`config.mk`:
```
export PLATFORM = sky130hd
export DESIGN_NAME = joystick_cursor_stepper
export DESIGN_NICKNAME = d
export VERILOG_FILES = /design/src/rtl/joystick_cursor_stepper.sv
export SDC_FILE = /design/constraint.sdc
export NUM_CORES = 1
export LEC_CHECK = 0
export CAP_MARGIN = 20
export CORE_ASPECT_RATIO = 0.6
export CORE_MARGIN = 2
export CORE_UTILIZATION = 30
export DETAILED_ROUTE_END_ITERATION = 16
export PLACE_DENSITY = 0.53
export SKIP_CTS_REPAIR_TIMING = 1
export SYNTH_ARGS = -nofsm -noshare
export SYNTH_HDL_FRONTEND = slang
export SYNTH_SLANG_ARGS = --single-unit
export TNS_END_PERCENT = 20
```
`constraint.sdc`:
```
create_clock -name CLK100MHZ -period 5.3 [get_ports CLK100MHZ]
set_clock_uncertainty 0.2 [all_clocks]
set_input_delay 1.06 -clock CLK100MHZ [delete_from_list [all_inputs] [get_ports CLK100MHZ]]
set_output_delay 1.06 -clock CLK100MHZ [all_outputs]
set_load 0.01 [all_outputs]
```
`src/rtl/joystick_cursor_stepper.sv`:
```
// joystick_cursor_stepper
//   Turns per-axis joystick direction codes into a cursor position on a square
//   CANVAS_SIZE x CANVAS_SIZE canvas with typematic stepping: one step at once,
//   a first-repeat delay of REPEAT_DELAY cycles, then one step per STEP_CYCLES.
//   Direction codes: 0 none, 1 increment, 2 decrement, 3 treated as none.
//   Optional build macro JOYSTICK_CURSOR_WRAP_EN: edges wrap modulo CANVAS_SIZE
//   instead of clamping; o_blocked then never pulses and every step pulses o_moved.
module joystick_cursor_stepper #(
  parameter int  CANVAS_SIZE  = 32,
  parameter int  START_X      = 16,
  parameter int  START_Y      = 16,
  parameter int  REPEAT_DELAY = 50_000_000,
  parameter int  STEP_CYCLES  = 10_000_000,
  localparam int PW           = $clog2(CANVAS_SIZE)
) (
  input  logic            CLK100MHZ,
  input  logic            reset,
  input  logic            i_en,
  input  logic [1:0]      i_x_dir,
  input  logic [1:0]      i_y_dir,
  output logic [PW-1:0]   o_pos_x,
  output logic [PW-1:0]   o_pos_y,
  output logic [2*PW-1:0] o_index,
  output logic            o_moved,
  output logic            o_blocked
);

  // Counter is sized for the longer of the two intervals it has to time.
  localparam int CNT_MAX = (REPEAT_DELAY > STEP_CYCLES) ? REPEAT_DELAY : STEP_CYCLES;
  localparam int CW      = $clog2(CNT_MAX);

  localparam logic [CW-1:0] CNT_ZERO   = {CW{1'b0}};
  localparam logic [CW-1:0] CNT_ONE    = CW'(1);
  localparam logic [CW-1:0] DELAY_LAST = CW'(REPEAT_DELAY - 1);
  localparam logic [CW-1:0] RATE_LAST  = CW'(STEP_CYCLES - 1);

  localparam logic [PW-1:0] POS_ZERO = {PW{1'b0}};
  localparam logic [PW-1:0] POS_ONE  = PW'(1);
  localparam logic [PW-1:0] POS_MAX  = PW'(CANVAS_SIZE - 1);
  localparam logic [PW-1:0] POS_X0   = PW'(START_X);
  localparam logic [PW-1:0] POS_Y0   = PW'(START_Y);

  localparam logic [1:0] DIR_NONE = 2'd0;
  localparam logic [1:0] DIR_INC  = 2'd1;
  localparam logic [1:0] DIR_DEC  = 2'd2;
  localparam logic [1:0] DIR_BAD  = 2'd3;

  typedef enum logic [1:0] {
    ST_IDLE   = 2'd0,
    ST_HOLD   = 2'd1,
    ST_REPEAT = 2'd2
  } state_t;

  // Code 3 is folded onto "none" at capture, so a 0<->3 flip is not a direction change.
  function automatic logic [1:0] norm_dir(input logic [1:0] d);
    logic [1:0] r;
    r = (d == DIR_BAD) ? DIR_NONE : d;
    return r;
  endfunction

  // One axis of a step. Result packs {moved, blocked, next_position}.
  function automatic logic [PW+1:0] step_axis(input logic [PW-1:0] pos,
                                              input logic [1:0]    dir);
    logic [PW-1:0] nxt;
    logic          mov;
    logic          blk;
    nxt = pos;
    mov = 1'b0;
    blk = 1'b0;
    case (dir)
`ifdef JOYSTICK_CURSOR_WRAP_EN
      // Power-of-two canvas: natural PW-bit overflow is the modulo wrap.
      DIR_INC: begin
        nxt = pos + POS_ONE;
        mov = 1'b1;
      end
      DIR_DEC: begin
        nxt = pos - POS_ONE;
        mov = 1'b1;
      end
`else
      DIR_INC: begin
        if (pos == POS_MAX) begin
          blk = 1'b1;
        end else begin
          nxt = pos + POS_ONE;
          mov = 1'b1;
        end
      end
      DIR_DEC: begin
        if (pos == POS_ZERO) begin
          blk = 1'b1;
        end else begin
          nxt = pos - POS_ONE;
          mov = 1'b1;
        end
      end
`endif
      default: begin
        nxt = pos;
      end
    endcase
    return {mov, blk, nxt};
  endfunction

  logic [1:0]    dir_x_q, dir_y_q;
  logic [1:0]    prev_x_q, prev_y_q;
  state_t        state_q, state_d;
  logic [CW-1:0] cnt_q, cnt_d;
  logic          step_s;
  logic          active_s;
  logic          changed_s;
  logic [PW+1:0] ax_x_s, ax_y_s;
  logic [PW-1:0] pos_x_q, pos_x_d;
  logic [PW-1:0] pos_y_q, pos_y_d;
  logic          moved_q, moved_d;
  logic          blocked_q, blocked_d;

  // Input capture stage plus a one-cycle-old copy used to spot direction changes.
  always_ff @(posedge CLK100MHZ) begin
    if (reset) begin
      dir_x_q  <= DIR_NONE;
      dir_y_q  <= DIR_NONE;
      prev_x_q <= DIR_NONE;
      prev_y_q <= DIR_NONE;
    end else begin
      dir_x_q  <= norm_dir(i_x_dir);
      dir_y_q  <= norm_dir(i_y_dir);
      prev_x_q <= dir_x_q;
      prev_y_q <= dir_y_q;
    end
  end

  assign active_s  = i_en && ((dir_x_q != DIR_NONE) || (dir_y_q != DIR_NONE));
  assign changed_s = (dir_x_q != prev_x_q) || (dir_y_q != prev_y_q);

  // Typematic sequencing: decide when a step fires and where the timer goes next.
  always_comb begin
    state_d = state_q;
    cnt_d   = cnt_q;
    step_s  = 1'b0;
    case (state_q)
      ST_IDLE: begin
        cnt_d = CNT_ZERO;
        if (active_s) begin
          step_s  = 1'b1;
          state_d = ST_HOLD;
        end else begin
          state_d = ST_IDLE;
        end
      end
      ST_HOLD: begin
        if (!active_s) begin
          state_d = ST_IDLE;
          cnt_d   = CNT_ZERO;
        end else if (changed_s) begin
          // New direction restarts the initial delay with an immediate step.
          step_s  = 1'b1;
          cnt_d   = CNT_ZERO;
          state_d = ST_HOLD;
        end else if (cnt_q == DELAY_LAST) begin
          step_s  = 1'b1;
          cnt_d   = CNT_ZERO;
          state_d = ST_REPEAT;
        end else begin
          cnt_d = cnt_q + CNT_ONE;
        end
      end
      ST_REPEAT: begin
        if (!active_s) begin
          state_d = ST_IDLE;
          cnt_d   = CNT_ZERO;
        end else if (changed_s) begin
          step_s  = 1'b1;
          cnt_d   = CNT_ZERO;
          state_d = ST_HOLD;
        end else if (cnt_q == RATE_LAST) begin
          step_s  = 1'b1;
          cnt_d   = CNT_ZERO;
          state_d = ST_REPEAT;
        end else begin
          cnt_d = cnt_q + CNT_ONE;
        end
      end
      default: begin
        state_d = ST_IDLE;
        cnt_d   = CNT_ZERO;
      end
    endcase
  end

  // Per-axis step outcome, evaluated every cycle and only applied on a step.
  always_comb begin
    ax_x_s = step_axis(pos_x_q, dir_x_q);
    ax_y_s = step_axis(pos_y_q, dir_y_q);
  end

  // Next position and event pulses; pulses are zero on any non-step cycle.
  always_comb begin
    pos_x_d   = pos_x_q;
    pos_y_d   = pos_y_q;
    moved_d   = 1'b0;
    blocked_d = 1'b0;
    if (step_s) begin
      pos_x_d   = ax_x_s[PW-1:0];
      pos_y_d   = ax_y_s[PW-1:0];
      moved_d   = ax_x_s[PW+1] | ax_y_s[PW+1];
      blocked_d = ax_x_s[PW]   | ax_y_s[PW];
    end else begin
      pos_x_d   = pos_x_q;
      pos_y_d   = pos_y_q;
      moved_d   = 1'b0;
      blocked_d = 1'b0;
    end
  end

  // State, timer, position and pulse registers; reset wins over any pending step.
  always_ff @(posedge CLK100MHZ) begin
    if (reset) begin
      state_q   <= ST_IDLE;
      cnt_q     <= CNT_ZERO;
      pos_x_q   <= POS_X0;
      pos_y_q   <= POS_Y0;
      moved_q   <= 1'b0;
      blocked_q <= 1'b0;
    end else begin
      state_q   <= state_d;
      cnt_q     <= cnt_d;
      pos_x_q   <= pos_x_d;
      pos_y_q   <= pos_y_d;
      moved_q   <= moved_d;
      blocked_q <= blocked_d;
    end
  end

  assign o_pos_x   = pos_x_q;
  assign o_pos_y   = pos_y_q;
  assign o_index   = {pos_y_q, pos_x_q};
  assign o_moved   = moved_q;
  assign o_blocked = blocked_q;

endmodule
```
==> impl_metrics.env, run 1 <==
export IMPL_vias=2018
export IMPL_grt_pass1_wl_mm=9.62
export IMPL_place_congestion=0.753
export IMPL_cts_tree="done"
export IMPL_status="complete, no violations"
export IMPL_worst_setup_path_type="in2reg"
export IMPL_crit_top_cell="nand2_1"
export IMPL_nets=340
export IMPL_netlist_area_sq_um=2630
export IMPL_slew_headroom_pct=40.2
export IMPL_regArea_sq_um=961
export IMPL_p_switching_uw=156
export IMPL_ios=29
export IMPL_synth_edf_count=0
export IMPL_synth_most_common_cell="dfxtp_1"
export IMPL_p_int_uw=573
export IMPL_row_count=26
export IMPL_async_reset_ff_share_pct=0
export IMPL_cp_end_kind="register"
export IMPL_p_leak_uw=0.00109
export IMPL_vdd_drop_max_mv=0.126
export IMPL_track_usage_pct=12.5
export IMPL_slowest_delay_ns=0.55
export IMPL_slew_violations=0
export IMPL_dr_pass1_iters=4
export IMPL_start_util_pct=30.9
export IMPL_period_share_pct=58.2
export IMPL_p_seq_share_pct=50.5
export IMPL_drcViolationCount=0
export IMPL_place_area_sq_um=2930
export IMPL_avgSynthCellArea_sq_um=8.84
export IMPL_grt_pass1_vias=1864
export IMPL_hold_violations=0
export IMPL_antenna_found_initial=0
export IMPL_die_area_sq_um=9540
export IMPL_area_delta_synth_final_pct=17.2
export IMPL_die_h_um=76.5
export IMPL_pwr_share_comb_pct=6.1
export IMPL_ys_ff_latch=48
export IMPL_syn_nets=323
export IMPL_core_sq_um=8490
export IMPL_yosys_area_top_type="dfxtp_1"
export IMPL_crit_path_start_kind="input pin"
export IMPL_die_x_um=125
export IMPL_powerDensity_nw_per_um2=237
export IMPL_grt_overflow=0
export IMPL_drive_gt1_share_pct=3.81
export IMPL_rsz0062_at_grt="no"
export IMPL_pwr_share_clk_pct=43.5
export IMPL_multi_input_area_sq_um=1470
export IMPL_critPathTopFamily="simple AND/OR/NAND/NOR gates"
export IMPL_final_area_sq_um=3080
export IMPL_fmax_mhz=324
export IMPL_place_ws_ns=1.91
export IMPL_worst_pin_slew_ns=0.889
export IMPL_vias_per_cell=4.73
export IMPL_place_hpwl_mm=4.25
export IMPL_wl_per_cell_um=13.3
export IMPL_cts_buffers=5
export IMPL_setup_tns_ns=0
export IMPL_min_path_type="reg2reg"
export IMPL_n_fill_cell=855
export IMPL_setup_viol=0
export IMPL_worstSkewPairLatency_ns=0.29
export IMPL_cts_sinks=48
export IMPL_diodes=0
export IMPL_ctsLongestPathBuffers=2
export IMPL_port_buffers=28
export IMPL_crit_slowest_cell="nand2_1"
export IMPL_fin_total_pwr_uw=730
export IMPL_synth_common_cells="dfxtp_1, nor2_1, inv_1"
export IMPL_timing_critical_path_buf_inv=1
export IMPL_ys_warn_count=0
export IMPL_synth_cells=297
export IMPL_h_tree_depth=2
export IMPL_synth_top_area_share_pct=36.6
export IMPL_grt_start_max_net_pins=26
export IMPL_synthDistinctLibCells=37
export IMPL_maxCapViolations=0
export IMPL_p_sw_share_pct=21.4
export IMPL_cp_max_fo=25
export IMPL_cp_cell_sequence="clkdlybuf4s50_1, a21boi_1, nand2_1, nor3b_1, nand2_1, a21oi_1"
export IMPL_ant_nets=0
export IMPL_synth_ff_type="dfxtp_1"
export IMPL_worstPathRequired_ns=5.30
export IMPL_arrival_ns=3.09
export IMPL_drtIter0Drc=162
export IMPL_synth_seq_area_share_pct=36.6
export IMPL_routed_wirelength_mm=5.67
export IMPL_worst_slack_ns=2.22
export IMPL_period_needed_ns=3.08
export IMPL_clk_pin_slew_ns=0.06
export IMPL_root_buffer="clkbuf_16"
export IMPL_synth_top_cells_by_area="dfxtp_1, ha_1, nor2_1"
-- worst register-to-register path: cells and delay by family (launching register included) --
| kind | cells | cell delay (ns) |
|---|---|---|
| flip-flops | 1 | 0.38 |
| AO/OA/AOI/OAI | 1 | 0.43 |
| adder cells (fa/ha/maj) | 1 | 0.22 |
| AND/OR/NAND/NOR | 5 | 1.48 |
-- layout by cell type (no fill, tap or decap), drive strengths merged, types with 3 or more instances in the layout --
| cell | Yosys | layout |
|---|---|---|
| dfxtp | 48 | 48 |
| nor2 | 44 | 44 |
| clkdlybuf4s50 | 0 | 28 |
| inv | 20 | 20 |
| xnor2 | 18 | 18 |
| xor2 | 17 | 17 |
| ha | 17 | 17 |
| nand4 | 13 | 13 |
| nand3 | 13 | 13 |
| nand2 | 12 | 12 |
| nor3 | 10 | 10 |
| a21oi | 8 | 8 |
| clkbuf | 4 | 8 |
| and3 | 6 | 6 |
| mux2i | 6 | 6 |
| nor3b | 5 | 5 |
| nor4 | 4 | 4 |
| a21o | 4 | 4 |
| o22a | 4 | 4 |
| o21ai | 4 | 4 |
| nor4b | 4 | 4 |
| and4 | 3 | 3 |
-- power groups by stage --
stage	clock (uW)	combinational, uW	sequential (uW)
after floorplan	0	28.2	376
after global placement	0	43.6	376
after detailed placement	0	44.1	376
after CTS	330	44.6	368
after global routing	339	49.4	369
final	317	44.3	368
-- metrics by stage --
stage / hold slack [ns] / instances / util [%]
4_1_cts: 0.301 / 427 / 36.2
3_3_place_gp: 0.245 / 419 / 34.5
3_5_place_dp: 0.283 / 419 / 34.5
5_1_grt: 0.308 / 427 / 36.2
6_report: 0.290 / 427 / 36.2
2_1_floorplan: 0.230 / 297 / -
-- path summary, 6_finish.rpt --
kind,startpoint,end,slack (ns),cells past startpoint
setup / recovery,i_en,cnt_q[19]$_SDFF_PP0_,2.22,6
hold / removal,cnt_q[0]$_SDFF_PP0_,cnt_q[0]$_SDFF_PP0_,0.29,1
hold reg to reg,cnt_q[0]$_SDFF_PP0_,cnt_q[0]$_SDFF_PP0_,0.29,1
setup reg to reg,cnt_q[0]$_SDFF_PP0_,cnt_q[15]$_SDFF_PP0_,2.46,7
-- sequential cells by signal, indices dropped and copies added, names as in the netlist --
| register | count |
|---|---|
| cnt_q | 26 |
| o_pos_x | 5 |
| o_pos_y | 5 |
| dir_x_q | 2 |
| dir_y_q | 2 |
| prev_x_q | 2 |
| prev_y_q | 2 |
| state_q | 2 |
| o_blocked | 1 |
| o_moved | 1 |
-- logic make-up after synthesis --
kind of cell / synth area share, %
xor gates and xnor gates: 11.7
and+or+nand+nor: 24.4
muxes: 2.29
adders and majority gates: 9.62
DFF: 36.6
AOI/OAI and AO/OA: 7.86
buffers and inverters: 7.57
-- final cells by class --
class                           instances  share of cell area, %
Tap cell                              112                   4.55
Timing Repair Buffer                   29                   9.35
Multi-Input combinational cell        210                   47.7
Inverter                               20                   2.44
Sequential cell                        48                   31.2
Clock buffer                            8                   4.76
-- routing by layer --
metal | share of wire [%] | GRT usage [%]
met1 | 57 | 20.3
met2 | 36 | 15.1
met3 | 6.1 | 3.30
met4 | 1.4 | 3.93
met5 | 0 | 0
Note: power is estimated with default switching activity, not from simulation.
==> run 2, diff against run 1 <==
--- a/config.mk
+++ b/config.mk
@@ -10,7 +10,7 @@
 export CORE_MARGIN = 2
 export CORE_UTILIZATION = 30
 export DETAILED_ROUTE_END_ITERATION = 16
-export PLACE_DENSITY = 0.53
+export PLACE_DENSITY = 0.55
 export SKIP_CTS_REPAIR_TIMING = 1
 export SYNTH_ARGS = -nofsm -noshare
 export SYNTH_HDL_FRONTEND = slang
==> constraint.sdc (replaced) <==
create_clock -name CLK100MHZ -period 2.8 [get_ports CLK100MHZ]
set_clock_uncertainty 0.2 [all_clocks]
set_input_delay 0.56 -clock CLK100MHZ [delete_from_list [all_inputs] [get_ports CLK100MHZ]]
set_output_delay 0.56 -clock CLK100MHZ [all_outputs]
set_load 0.01 [all_outputs]
==> impl_metrics.env, run 2 (same netlist as run 1, synthesis figures left out) <==
export IMPL_status="complete, no violations"
export IMPL_grt_start_max_net_pins=26
export IMPL_arrival_ns=2.57
export IMPL_dp_cells=423
export IMPL_worst_slack_ns=0.200
export IMPL_r2r_worst_path_cells=10
export IMPL_n_fill_cell=829
export IMPL_crit_cells=10
export IMPL_die_area_sq_um=9540
export IMPL_area_delta_synth_final_pct=18.8
export IMPL_clk_pin_slew_ns=0.06
export IMPL_cts_buffers=5
export IMPL_place_hpwl_mm=4.14
export IMPL_port_buffers=28
export IMPL_period_needed_ns=2.60
export IMPL_drcViolationCount=0
export IMPL_powerDensity_nw_per_um2=441
export IMPL_cp_max_fo=6
export IMPL_worstHoldPathCells=1
export IMPL_antenna_found_initial=0
export IMPL_rsz0062_at_grt="no"
export IMPL_worst_setup_path_type="reg2reg"
export IMPL_worstSkewPairLatency_ns=0.28
export IMPL_crit_top_cell="inv_1"
export IMPL_maxCapViolations=0
export IMPL_ios=29
export IMPL_routed_wirelength_mm=5.61
export IMPL_nets=344
export IMPL_vdd_drop_max_mv=0.199
export IMPL_final_cell_mix="dfxtp_1, nor2_1, clkdlybuf4s50_1"
export IMPL_place_ws_ns=0.0227
export IMPL_hold_violations=0
export IMPL_grt_pass1_vias=1835
export IMPL_crit_path_start_kind="register"
export IMPL_fin_total_pwr_uw=1380
export IMPL_cts_sinks=48
export IMPL_slowest_delay_ns=0.44
export IMPL_cp_cell_sequence="inv_1, ha_1, inv_1, fa_1, inv_1, a21o_1, a21oi_1, xnor2_1, o21ai_1, or3b_1"
export IMPL_vias=2059
export IMPL_worstPathRequired_ns=2.77
export IMPL_start_util_pct=30.9
export IMPL_regToRegSetupSlack_ns=0.20
export IMPL_fmax_mhz=385
export IMPL_cp_end_kind="register"
export IMPL_timing_critical_path_buf_inv=3
export IMPL_final_cells=431
export IMPL_critPathTopFamily="adder cells"
export IMPL_place_congestion=0.821
export IMPL_top_register="cnt_q"
export IMPL_row_count=26
export IMPL_track_usage_pct=12.3
export IMPL_largest_reg_flops=26
export IMPL_core_sq_um=8490
export IMPL_setup_viol=0
export IMPL_period_share_pct=92.9
export IMPL_diodes=0
export IMPL_drtIter0Drc=117
export IMPL_grt_pass1_wl_mm=9.38
export IMPL_grt_overflow=0
export IMPL_min_path_type="reg2reg"
export IMPL_h_tree_depth=2
export IMPL_worst_pin_slew_ns=0.483
export IMPL_ctsLongestPathBuffers=2
export IMPL_dr_pass1_iters=4
export IMPL_slew_violations=0
export IMPL_root_buffer="clkbuf_16"
export IMPL_layout_commonest_cell="dfxtp_1"
export IMPL_wl_per_cell_um=13.0
export IMPL_p_leak_uw=0.00112
export IMPL_slew_headroom_pct=67.5
export IMPL_drive_gt1_share_pct=5.02
export IMPL_cts_tree="done"
export IMPL_crit_slowest_cell="fa_1"
export IMPL_vias_per_cell=4.78
export IMPL_ant_nets=0
export IMPL_setup_tns_ns=0
export IMPL_die_h_um=76.5
export IMPL_die_x_um=125
[run 2: cell count changes in the layout (fill, tap and decap cells not counted), sizes merged]
cell	before	now
buf	1	5
[run 2: worst paths after layout]
path,from,to
setup reg to reg,dir_x_q[0]$_SDFF_PP0_,o_pos_x[4]$_SDFFE_PP1P_
setup / recovery,dir_x_q[0]$_SDFF_PP0_,o_pos_x[4]$_SDFFE_PP1P_
hold reg to reg,cnt_q[0]$_SDFF_PP0_,cnt_q[0]$_SDFF_PP0_
hold / removal,cnt_q[0]$_SDFF_PP0_,cnt_q[0]$_SDFF_PP0_
[run 2: layout make-up]
| type | count | area [sq um] | area share (%) |
|---|---|---|---|
| Clock buffer | 8 | 146 | 4.69 |
| Inverter | 20 | 75.1 | 2.41 |
| Multi-Input combinational cell | 210 | 1470 | 47.0 |
| Timing Repair Buffer | 33 | 330 | 10.6 |
| Tap cell | 112 | 140 | 4.49 |
| Sequential cell | 48 | 961 | 30.8 |
[run 2: through the flow]
stage               util [%]  cell area (sq um)  hold WS [ns]
global route            36.7               3120         0.319
detailed placement      35.0               2970         0.251
floorplan                  -               2630         0.230
global placement        35.0               2970         0.244
finish                  36.7               3120         0.265
CTS                     36.7               3120         0.269
[run 2: power by group]
part / internal (uW) / total (uW) / switching [uW]
combinational: 40.3 / 85.2 / 44.9
sequential: 690 / 697 / 7.11
clock: 356 / 595 / 238
total: 1090 / 1380 / 290
[run 2: layer usage]
metal	global-route usage (%)	part of all wire, %	vias up
met5	0	0	-
met4	4.72	1.3	0
met3	2.74	4.3	7
met1	19.5	58	944
li1	-	-	1055
met2	15.2	36	53
